`src/rtl/load_store_ctrl.sv`:
```
// load_store_ctrl: one-at-a-time load/store sequencer in front of the
// memory address resolver, with a timeout on every access.
//
// Ports:
//   clk, reset          clock, asynchronous active-high reset
//   req_*               request from execute (valid/ready handshake)
//   resp_*              response to consumer (rdata + err, valid/ready)
//   mem_read*           resolver read port one
//   mem_wren, mem_write* resolver write port
//
// Optional feature: define LSU_MISALIGN_CHECK_EN to reject misaligned
// half/word accesses and reserved size 11 with err 10 and no strobe.

module load_store_ctrl #(
    parameter int WORD_SIZE = 32,
    parameter int TIMEOUT   = 16,
    parameter int CNT_W     = $clog2(TIMEOUT + 1)
) (
    input  logic                 clk,
    input  logic                 reset,

    input  logic                 req_valid,
    output logic                 req_ready,
    input  logic                 req_store,
    input  logic                 req_sign,
    input  logic [1:0]           req_size,
    input  logic [WORD_SIZE-1:0] req_addr,
    input  logic [WORD_SIZE-1:0] req_wdata,

    output logic                 resp_valid,
    input  logic                 resp_ready,
    output logic [WORD_SIZE-1:0] resp_rdata,
    output logic [1:0]           resp_err,

    output logic                 mem_read,
    output logic                 mem_read_sign,
    output logic [1:0]           mem_read_size,
    output logic [WORD_SIZE-1:0] mem_read_addr,
    input  logic [WORD_SIZE-1:0] mem_read_data,
    input  logic                 mem_read_valid,

    output logic                 mem_wren,
    output logic [1:0]           mem_write_size,
    output logic [WORD_SIZE-1:0] mem_write_addr,
    output logic [WORD_SIZE-1:0] mem_write_data,
    input  logic                 mem_write_valid
);

    typedef enum logic [1:0] {
        IDLE    = 2'd0,
        RD_WAIT = 2'd1,
        WR_WAIT = 2'd2,
        RESP    = 2'd3
    } state_t;

    localparam logic [1:0] ERR_OK  = 2'b00;
    localparam logic [1:0] ERR_TMO = 2'b01;
    localparam logic [1:0] ERR_MIS = 2'b10;

    state_t               state;
    state_t               state_nx;

    logic                 h_sign;
    logic [1:0]           h_size;
    logic [WORD_SIZE-1:0] h_addr;
    logic [WORD_SIZE-1:0] h_wdata;

    logic [CNT_W-1:0]     cnt;
    logic [CNT_W-1:0]     cnt_nx;
    logic [WORD_SIZE-1:0] rdata_q;
    logic [WORD_SIZE-1:0] rdata_nx;
    logic [1:0]           err_q;
    logic [1:0]           err_nx;

    logic                 accept;
    logic                 misalign;
    logic                 timed_out;

`ifdef LSU_MISALIGN_CHECK_EN
    always_comb begin
        misalign = 1'b0;
        unique case (req_size)
            2'b01:   misalign = req_addr[0];
            2'b10:   misalign = |req_addr[1:0];
            2'b11:   misalign = 1'b1;
            default: misalign = 1'b0;
        endcase
    end
`else
    assign misalign = 1'b0;
`endif

    // Held low during reset so nothing is accepted while state is forced.
    assign req_ready = (state == IDLE) && !reset;
    assign accept    = req_valid && req_ready;
    assign timed_out = (cnt == CNT_W'(TIMEOUT - 1));

    always_comb begin
        state_nx = state;
        cnt_nx   = cnt;
        rdata_nx = rdata_q;
        err_nx   = err_q;
        unique case (state)
            IDLE: begin
                if (accept) begin
                    cnt_nx   = '0;
                    rdata_nx = '0;
                    err_nx   = ERR_OK;
                    if (misalign) begin
                        err_nx   = ERR_MIS;
                        state_nx = RESP;
                    end else if (req_store) begin
                        state_nx = WR_WAIT;
                    end else begin
                        state_nx = RD_WAIT;
                    end
                end
            end
            RD_WAIT: begin
                // valid has priority over the final timeout cycle
                if (mem_read_valid) begin
                    rdata_nx = mem_read_data;
                    err_nx   = ERR_OK;
                    state_nx = RESP;
                end else if (timed_out) begin
                    rdata_nx = '0;
                    err_nx   = ERR_TMO;
                    state_nx = RESP;
                end else begin
                    cnt_nx = cnt + CNT_W'(1);
                end
            end
            WR_WAIT: begin
                if (mem_write_valid) begin
                    rdata_nx = '0;
                    err_nx   = ERR_OK;
                    state_nx = RESP;
                end else if (timed_out) begin
                    rdata_nx = '0;
                    err_nx   = ERR_TMO;
                    state_nx = RESP;
                end else begin
                    cnt_nx = cnt + CNT_W'(1);
                end
            end
            RESP: begin
                if (resp_ready) begin
                    state_nx = IDLE;
                end
            end
            default: state_nx = IDLE;
        endcase
    end

    always_ff @(posedge clk or posedge reset) begin
        if (reset) begin
            state   <= IDLE;
            cnt     <= '0;
            rdata_q <= '0;
            err_q   <= ERR_OK;
        end else begin
            state   <= state_nx;
            cnt     <= cnt_nx;
            rdata_q <= rdata_nx;
            err_q   <= err_nx;
        end
    end

    always_ff @(posedge clk or posedge reset) begin
        if (reset) begin
            h_sign  <= 1'b0;
            h_size  <= 2'b00;
            h_addr  <= '0;
            h_wdata <= '0;
        end else if (accept) begin
            h_sign  <= req_sign;
            h_size  <= req_size;
            h_addr  <= req_addr;
            h_wdata <= req_wdata;
        end
    end

    assign resp_valid = (state == RESP);
    assign resp_rdata = rdata_q;
    assign resp_err   = err_q;

    // Buses are zeroed whenever their strobe is low.
    assign mem_read      = (state == RD_WAIT);
    assign mem_read_sign = mem_read & h_sign;
    assign mem_read_size = mem_read ? h_size : 2'b00;
    assign mem_read_addr = mem_read ? h_addr : '0;

    assign mem_wren       = (state == WR_WAIT);
    assign mem_write_size = mem_wren ? h_size : 2'b00;
    assign mem_write_addr = mem_wren ? h_addr : '0;
    assign mem_write_data = mem_wren ? h_wdata : '0;

endmodule

```
`config.mk`:
```
export PLATFORM = sky130hd
export DESIGN_NAME = load_store_ctrl
export DESIGN_NICKNAME = d
export VERILOG_FILES = /design/src/rtl/load_store_ctrl.sv
export SDC_FILE = /design/constraint.sdc
export NUM_CORES = 1
export LEC_CHECK = 0
export ABC_AREA = 1
export CAP_MARGIN = 15
export CORE_ASPECT_RATIO = 0.8
export CORE_MARGIN = 2
export CORE_UTILIZATION = 47
export CTS_CLUSTER_SIZE = 10
export DETAILED_ROUTE_END_ITERATION = 10
export GPL_TIMING_DRIVEN = 0
export PLACE_DENSITY = 0.93
export SYNTH_ARGS = -nofsm -noshare
export SYNTH_HDL_FRONTEND = slang
export SYNTH_SLANG_ARGS = --single-unit
```
`constraint.sdc`:
```
create_clock -name clk -period 6.7 [get_ports clk]
set_clock_uncertainty 0.2 [all_clocks]
set_input_delay 1.34 -clock clk [delete_from_list [all_inputs] [get_ports clk]]
set_output_delay 1.34 -clock clk [all_outputs]
set_load 0.05 [all_outputs]
```
Yosys cells after proc, flatten, opt, wreduce, memory -nomap -nowiden
Index checks and enable logic that the tools add are counted. W data, S select, Z words.

Eq/ne operators: 8. Bitwise gates (word level): 1. Add/sub/neg operators: 1. Multiplexer cells: 27. Reduce and logical (&&, ||, !) cells: 8.

Operator list (count): $mux W32 (7); $pmux W32 S3 (1); $mux W2 (12); $mux W5 (4); $pmux W5 S3 (1); $pmux W2 S4 (1); $ne A2 B2 Y1 const B (3); $pmux W2 S3 (1); $add A5 B1 Y5 const B (1); $eq A5 B4 Y1 const B (1); $eq A2 B2 Y1 const B (2); $reduce_and A2 Y1 (2); $reduce_and A4 Y1 (1); $reduce_bool A3 Y1 (1); $eq A2 B1 Y1 const B (1); $logic_and A1 B1 Y1 (2); $logic_not A2 Y1 (1); $ne A2 B1 Y1 const B (1); $and A1 B1 Y1 (1); $logic_not A1 Y1 (1).

Register bits after elaboration: 108. Output and inout bits: 139.

Longest topological paths before layout
Gate-level depths: netlist of the first run.

Word-level depth: 5. Gate-level depth with buffers: 11. Mapped depth without buffers: 10.

Worst setup path before layout of the first run
OpenSTA, ideal clock, no wires.

Kind: input to register. Start: input port reset. End: register rdata_q[24], in the netlist resp_rdata[24]. Setup slack: 1.984 ns. Arrival: 4.433 ns. Cell stages on the path: 6. Data required time: 6.417 ns. Path buffers: 1. Library setup time: 0.083 ns. Cell sequence: inv_1 -> a21oi_1 -> nor2_2 -> buf_6 -> nand2_1 -> o21ai_0.

Word-level cells in the longest chain between the ends: 5.

Ends and longest elaborated chain: start, declared (line 20) `input logic reset,`; $logic_not A1 Y1 (no line); $logic_and A1 B1 Y1 (line 94) `assign req_ready = (state == IDLE) && !reset;`; $logic_and A1 B1 Y1 (line 95) `assign accept = req_valid && req_ready;`; $ne A2 B2 Y1 (no line); $reduce_and A2 Y1 (no line); end signal, assigned (line 164) `rdata_q <= rdata_nx;`; end, declared (line 70) `logic [WORD_SIZE-1:0] rdata_q;`.

Every way passes these cells. A chain may end at the register's enable or synchronous reset.

Final worst setup path of the first run
Start: input port reset. End: output port req_ready.

Word-level cells in the longest chain between the ends: 2.

Ends and longest elaborated chain: $logic_not A1 Y1 (no line); $logic_and A1 B1 Y1 (line 94); end, declared (line 23) `output logic req_ready,`.

Every way passes these cells.

==> results.md, run 1 <==
- Status: completed
- Critical path peak fanout: 10
- RSZ-0062 raised after global routing: no
- FF/Latch Area: around 2700 um^2
- Warnings, synthesis: 0
- Post-synth EDFFs: 0
- Diodes inserted: 0
- Die area: between 10000 and 15000 um^2
- Num rows: 36
- Slowest cell on crit path: clkdlybuf4s50_1
- Power Dens Cells: 456 nW/um^2
- Syn nets: 990
- Cts hold-fix bufs: 0
- Placed cell count: 1292
- Max-slew violations: 0
- Area share of the leading cell type in the synthesized netlist: 0.457
- Leak pwr: a little over 5 nW
- Reg2reg start: cnt[0]$_DFFE_PP0P_
- Die Y-Extent: approximately 100 um
- # setup viols final: 0
- I/O pin total: 245
- Pin count of the biggest net entering global routing: 63
- Antenna-violating nets left: 0
- Worst path depth: 4
- Initial antenna violation count: 0
- Worst Hold Path EP: h_wdata[3]$_DFFE_PP0P_
- # nets final: around 1200
- Number of post-CTS setup repair buffers: 0
- Drt drc: 0
- Commonest non-fill, non-tap cells in the layout: nand2_1, clkdlybuf4s50_1, inv_1, dfrtp_1, nand3_1
- Worst Path Required: 5.16 ns
- Detailed Routing Iterations Pass 1: 5
- Min-Delay Path Depth: 2
- RR Endpoint: resp_rdata[14]$_DFFE_PP0P_
- Synth Flop Type: dfrtp_1
- WL met2: approximately 9000 um
- CP Cell Sequence: clkdlybuf4s50_1 -> nor2_4 -> buf_1 -> clkdlybuf4s50_1
- HPWL Detailed: ~14000 um
- CP delay by family, top: buffers and inverters
- Critical path type: input pin to output port
- Total Routing Usage GR: 0.279
- Flop2flop setup slack: between 4 and 5 ns
- DR iter-0 viols: about 490
- DR vias: approximately 6300
- CP peak stage delay: 0.90 ns
- CTS buffer count: 9
- Initial Utilization: 0.483
- Worst Tran Pin Value: ~0.8 ns
- Most frequent CP cell: clkdlybuf4s50_1
- Placer Congestion: around 0.85
- Depth of the CTS H-tree: 3
- Die W: about 130 um
- Final Critical Period: between 4 and 5 ns
- Placed Area: roughly 8600 um^2
- Post-Syn Instances: between 800 and 900
- WL final: between 15000 and 20000 um
- Worst slew margin: 0.481
- Buffers on Ports: ~240
- Worst hold slack: 0.273 ns
- Wl on met1: between 7000 and 8000 um
- Vias in the first global route: 6221
- DR WL met3: roughly 1300 um
- Core ar.: about 12000 um^2
- CTS root buffer: clkbuf_16
- Reg2Reg Depth: 11
- Avg Synthesized Cell Area: roughly 6.7 um^2
- Seq/Total Area, Yosys: 0.457
- Most common cell after layout, fill and taps aside: nand2_1
- Fill count: roughly 960
- F_max: ~0.2 GHz
- Post-Layout Cell Count: 1308
- Clock latency on the worst-skew pair: approximately 0.34 ns
- Total grt overflow: 0
- Setup TNS: 0 ns
- Seq cells post-synth: 108
- CP Launch Type: input pin
- Top layer in use: met4
- Ranking of synthesized cells by area: dfrtp_1, nand2_1, inv_1
- Post-CTS sizing: 0
- Clock Tree Buf Depth: 2
- Multi-input logic area: 2370 um^2
- CP Buf/Inv Count: 3
- Netlist cell types: 20
- Share of flip-flops with an asynchronous set or reset: 1.00
- CTS Sinks: approximately 110
- Min-delay worst type: flip-flop to flip-flop
- CP Capture Type: output port
- Synth area leader: dfrtp_1
- Layout area overhead: 51.1%
- Netlist Area Pre-Place: 5920 um^2
- Peak VDD IR: 268 uV
- Maxcap violations: 0
- CTS clk-pin slew, worst paths: around 0.070 ns
- First-pass GRT wire length: around 30000 um
- Worst EP arrival: between 3 and 4 ns
- Min-delay src: h_wdata[3]$_DFFE_PP0P_
- TritonCTS clock tree: done
- Crit share post-route: 0.739
- Per-cell routed wire length: between 10 and 15 um
- Final Hold Viols: 0
- Drt via density: 4.84
- Layout cell share with drive strength beyond 1: 0.0528
- Design area: ~8900 um^2
[worst register-to-register path, cell delays in order, from the launching register on]
cell and delay [ns]:
dfrtp_1 0.40, ha_1 0.17, nand2_1 0.07, nor2_1 0.10
ha_1 0.15, buf_4 0.15, clkbuf_1 0.41, nor2_1 0.11
nand2_1 0.10, nand2_1 0.06, nand2_1 0.06, o21ai_1 0.06
[cells in the mapped netlist, types with 3 or more instances]
cell and n:
o21ai_1 14, ha_1 7, nor2_1 38, o21ai_0 25, buf_4 9, dfrtp_1 108
inv_1 151, a21oi_1 4, buf_6 4, buf_2 23, clkbuf_1 10, nand3_1 78
buf_1 3, nand2_1 395
[worst max path at each step]
stage	startpoint	to	slack [ns]
after floorplan	reset	resp_rdata[24]$_DFFE_PP0P_	1.98
after global placement	reset	resp_rdata[16]$_DFFE_PP0P_	0.33
after detailed placement	reset	req_ready	1.78
after CTS	reset	req_ready	1.77
after global routing	reset	req_ready	1.64
final	reset	req_ready	1.75
[through the flow]
step	setup slack [ns]	util	total power [mW]
CTS	1.77	0.730	4.08
global placement	0.330	0.699	3.39
finish	1.75	0.730	4.08
floorplan	1.98	-	2.65
detailed placement	1.78	0.701	3.45
global route	1.64	0.730	4.33
[metal layers]
metal,global-route usage,vias up
met5,0,-
met4,0.104,0
met3,0.0586,38
met2,0.450,257
met1,0.371,2948
li1,-,3090
[kinds of logic (layout without fill, tap and decap cells)]
logic type,Yosys count,after routing,share of synthesized area
AOI/OAI and AO/OA,43,43,0.0364
adders and majority gates,7,7,0.0148
buffers and inverters,201,461,0.143
DFF,108,108,0.457
and+or+nand+nor,518,518,0.349
[final cells by class]
cell class | count | area share
Sequential cell | 108 | 0.302
Timing Repair Buffer | 244 | 0.275
Multi-Input combinational cell | 568 | 0.265
Inverter | 152 | 0.0641
Buffer | 49 | 0.0309
Clock buffer | 11 | 0.0271
Tap cell | 171 | 0.0239
Clock inverter | 5 | 0.0119
[power by group]
group / internal, mW / switching [mW]
registers: 0.887 / 0.172
clock network: 0.377 / 0.242
logic: 0.755 / 1.64
[state kept, by name (all words and copies together) (netlist names)]
name	flops
h_sign	1
state	2
cnt	5
resp_rdata	32
h_wdata	32
h_size	2
resp_err	2
h_addr	32
Power figures use the tool's default switching activity.
==> run 2: changes to the inputs <==
--- a/config.mk
+++ b/config.mk
@@ -9,11 +9,11 @@
 export CAP_MARGIN = 15
 export CORE_ASPECT_RATIO = 0.8
 export CORE_MARGIN = 2
-export CORE_UTILIZATION = 47
+export CORE_UTILIZATION = 44
 export CTS_CLUSTER_SIZE = 10
 export DETAILED_ROUTE_END_ITERATION = 10
 export GPL_TIMING_DRIVEN = 0
-export PLACE_DENSITY = 0.93
+export PLACE_DENSITY = 0.88
 export SYNTH_ARGS = -nofsm -noshare
 export SYNTH_HDL_FRONTEND = slang
 export SYNTH_SLANG_ARGS = --single-unit
==> constraint.sdc (replaced) <==
create_clock -name clk -period 4.7 [get_ports clk]
set_clock_uncertainty 0.2 [all_clocks]
set_input_delay 0.94 -clock clk [delete_from_list [all_inputs] [get_ports clk]]
set_output_delay 0.94 -clock clk [all_outputs]
set_load 0.05 [all_outputs]
==> run 2 against run 1 <==
  * Flip-flop and latch count unchanged
  * Total power increased by 38%
  * Worst setup slack got worse by 1.1 ns
  * Count of clock-buffer cells in the layout unchanged
  * Core utilization decreased by 4.9 points
  * Sequential share of layout area increased by 0.28 points
  * First-iteration DRC count decreased by 21%
  * Cell area decreased by 0.92%
  * Largest cell class unchanged
==> results.md, run 2 (synthesis results as in run 1) <==
- Status: completed (unchanged)
- WL final: 17700 um (was 18500 um)
- Final Critical Period: just over 4 ns
- Cts hold-fix bufs: 0 (unchanged)
- TritonCTS clock tree: done (unchanged)
- CTS Sinks: 108 (unchanged)
- Initial antenna violation count: 0 (unchanged)
- Final Hold Viols: 0 (unchanged)
- Crit share post-route: 0.872
- Pwr Total: 5.61 mW (was 4.08 mW)
- Maxcap violations: 0 (unchanged)
- # setup viols final: 0 (unchanged)
- I/O pin total: 245 (unchanged)
- Num rows: 37 (was 36)
- Per-cell routed wire length: 13.5 um (was 14.2 um)
- Buffers on Ports: 243 (unchanged)
- Worst Path Required: 3.56 ns (was 5.16 ns)
- Worst Tran Pin Value: 0.859 ns (was 0.779 ns)
- Die area: 14400 um^2 (was 13500 um^2)
- CTS clk-pin slew, worst paths: 0.07 ns (about the same)
- Sw frac: 0.517 (was 0.505)
- Antenna-violating nets left: 0 (unchanged)
- DR vias: 6204 (was 6333)
- Most frequent CP cell: clkdlybuf4s50_1 (unchanged)
- CP Buf/Inv Count: 3 (unchanged)
- Most common cell after layout, fill and taps aside: nand2_1 (unchanged)
- Flop2flop setup slack: 2.54 ns (was 4.55 ns)
- Placed Area: 8590 um^2 (about the same)
- Total Routing Usage GR: 0.246 (was 0.279)
- Min-delay src: h_wdata[25]$_DFFE_PP0P_ (was h_wdata[3]$_DFFE_PP0P_)
- Worst Hold Path EP: h_wdata[25]$_DFFE_PP0P_ (was h_wdata[3]$_DFFE_PP0P_)
- Die Y-Extent: 108 um (was 104 um)
- Pin count of the biggest net entering global routing: 70 (was 63)
- Number of post-CTS setup repair buffers: 0 (unchanged)
- CP Cell Sequence: clkdlybuf4s50_1 -> nor2_4 -> buf_1 -> clkdlybuf4s50_1 (unchanged)
- Worst EP arrival: 2.96 ns (was 3.41 ns)
- Initial Utilization: 0.455 (was 0.483)
- Power Dens Cells: 633 nW/um^2 (was 456 nW/um^2)
- Core ar.: 13000 um^2 (was 12300 um^2)
- Net Switching: 2.90 mW (was 2.06 mW)
- F_max: between 0.2 and 0.25 GHz
- Leak pwr: 4.99 nW (was 5.03 nW)
- Total grt overflow: 0 (unchanged)
- Pre-CTS setup slack: 0.582 ns (was 1.78 ns)
- Design area: 8860 um^2 (was 8940 um^2)
- Setup TNS: 0 ns (unchanged)
- Min-delay worst type: flip-flop to flip-flop (unchanged)
- Internal power: 2.71 mW (was 2.02 mW)
- Max-slew violations: 0 (unchanged)
- Seq pwr share: 0.269 (was 0.260)
- Placed cell count: 1296 (was 1292)
- HPWL Detailed: 13600 um (was 14200 um)
- Depth of the CTS H-tree: 3 (unchanged)
- Layout cell share with drive strength beyond 1: 0.0519 (was 0.0528)
- Worst hold slack: 0.273 ns (about the same)
- Combinational power share: 0.604 (was 0.588)
- Die W: 134 um (was 129 um)
- Critical path peak fanout: 10 (unchanged)
- Drt via density: 4.73 (was 4.84)
- Drt drc: 0 (unchanged)
- Detailed Routing Iterations Pass 1: 6 (was 5)
- Diodes inserted: 0 (unchanged)
- RR Endpoint: resp_rdata[7]$_DFFE_PP0P_ (was resp_rdata[14]$_DFFE_PP0P_)
- Reg2Reg Depth: 11 (unchanged)
- Worst slew margin: 0.427 (was 0.481)
- Slack of the critical path: 0.599 ns (was 1.75 ns)
- Clock latency on the worst-skew pair: 0.34 ns (about the same)
- CP Launch Type: input pin (unchanged)
- Final Util: 0.681 (was 0.730)
- Vias in the first global route: 5824 (was 6221)
- CP delay by family, top: buffers and inverters (unchanged)
- Post-CTS sizing: 0 (unchanged)
- CP Capture Type: output port (unchanged)
- Post-Layout Cell Count: 1311 (was 1308)
- First-pass GRT wire length: 28400 um (was 30000 um)
- Min-Delay Path Depth: 2 (unchanged)
- Placer Congestion: 0.860 (was 0.850)
- Reg2reg start: cnt[0]$_DFFE_PP0P_ (unchanged)
- # nets final: 1245 (unchanged)
- CP peak stage delay: 0.88 ns (was 0.90 ns)
- CTS root buffer: clkbuf_16 (unchanged)
- RSZ-0062 raised after global routing: no (unchanged)
- Clock Tree Buf Depth: 2 (unchanged)
- Clock Power Share: 0.127 (was 0.152)
- CTS buffer count: 9 (unchanged)
- Slowest cell on crit path: clkdlybuf4s50_1 (unchanged)
- Critical path type: input pin to output port (unchanged)
- Layout area overhead: 49.7% (was 51.1%)
- CP startpoint: reset (unchanged)
- Peak VDD IR: 414 uV (was 268 uV)
- DR iter-0 viols: 392 (was 494)
- Commonest non-fill, non-tap cells in the layout: nand2_1, clkdlybuf4s50_1, inv_1, dfrtp_1, nand3_1 (unchanged)
run 2: routing by layer:
layer,part of all wire,track usage,wire [um]
met5,0,0,0
met2,0.47,0.406,8400
met3,0.070,0.0523,1240
met1,0.43,0.326,7690
met4,0.022,0.0729,387
run 2: worst max-delay path by stage:
stage	slack (ns)	endpoint	depth (start not counted)
3_5_place_dp	0.58	req_ready	4
2_1_floorplan	0.38	resp_rdata[27]$_DFFE_PP0P_	6
3_3_place_gp	-1.25	resp_rdata[10]$_DFFE_PP0P_	7
4_1_cts	0.57	req_ready	4
6_report	0.60	req_ready	4
5_1_grt	0.50	req_ready	4
run 2: tightest hold or removal path, stage by stage (launching register included):
cell and delay, ns:
dfrtp_1 0.34, nand2_1 0.06, nand2_1 0.05
run 2: layout make-up:
class	count	area [um^2]
Buffer	49	277
Tap cell	175	219
Timing Repair Buffer	244	2450
Inverter	152	573
Fill cell	1094	4150
Clock buffer	11	243
Clock inverter	4	26.3
Multi-Input combinational cell	568	2370
Sequential cell	108	2700
run 2: power by group through the flow:
stage	Clock (mW)	Combinational [mW]	Sequential (mW)
2_1_floorplan	0	2.19	1.60
3_3_place_gp	0	3.33	1.50
3_5_place_dp	0	3.39	1.51
4_1_cts	0.721	3.40	1.50
5_1_grt	0.764	3.66	1.55
6_report	0.712	3.39	1.51
==> run 3: changes to the inputs <==
--- a/config.mk
+++ b/config.mk
@@ -10,7 +10,6 @@
 export CORE_ASPECT_RATIO = 0.8
 export CORE_MARGIN = 2
 export CORE_UTILIZATION = 44
-export CTS_CLUSTER_SIZE = 10
 export DETAILED_ROUTE_END_ITERATION = 10
 export GPL_TIMING_DRIVEN = 0
 export PLACE_DENSITY = 0.88
==> results of run 3 <==
No change in the layout: final DEF, timing and power equal those of run 2.
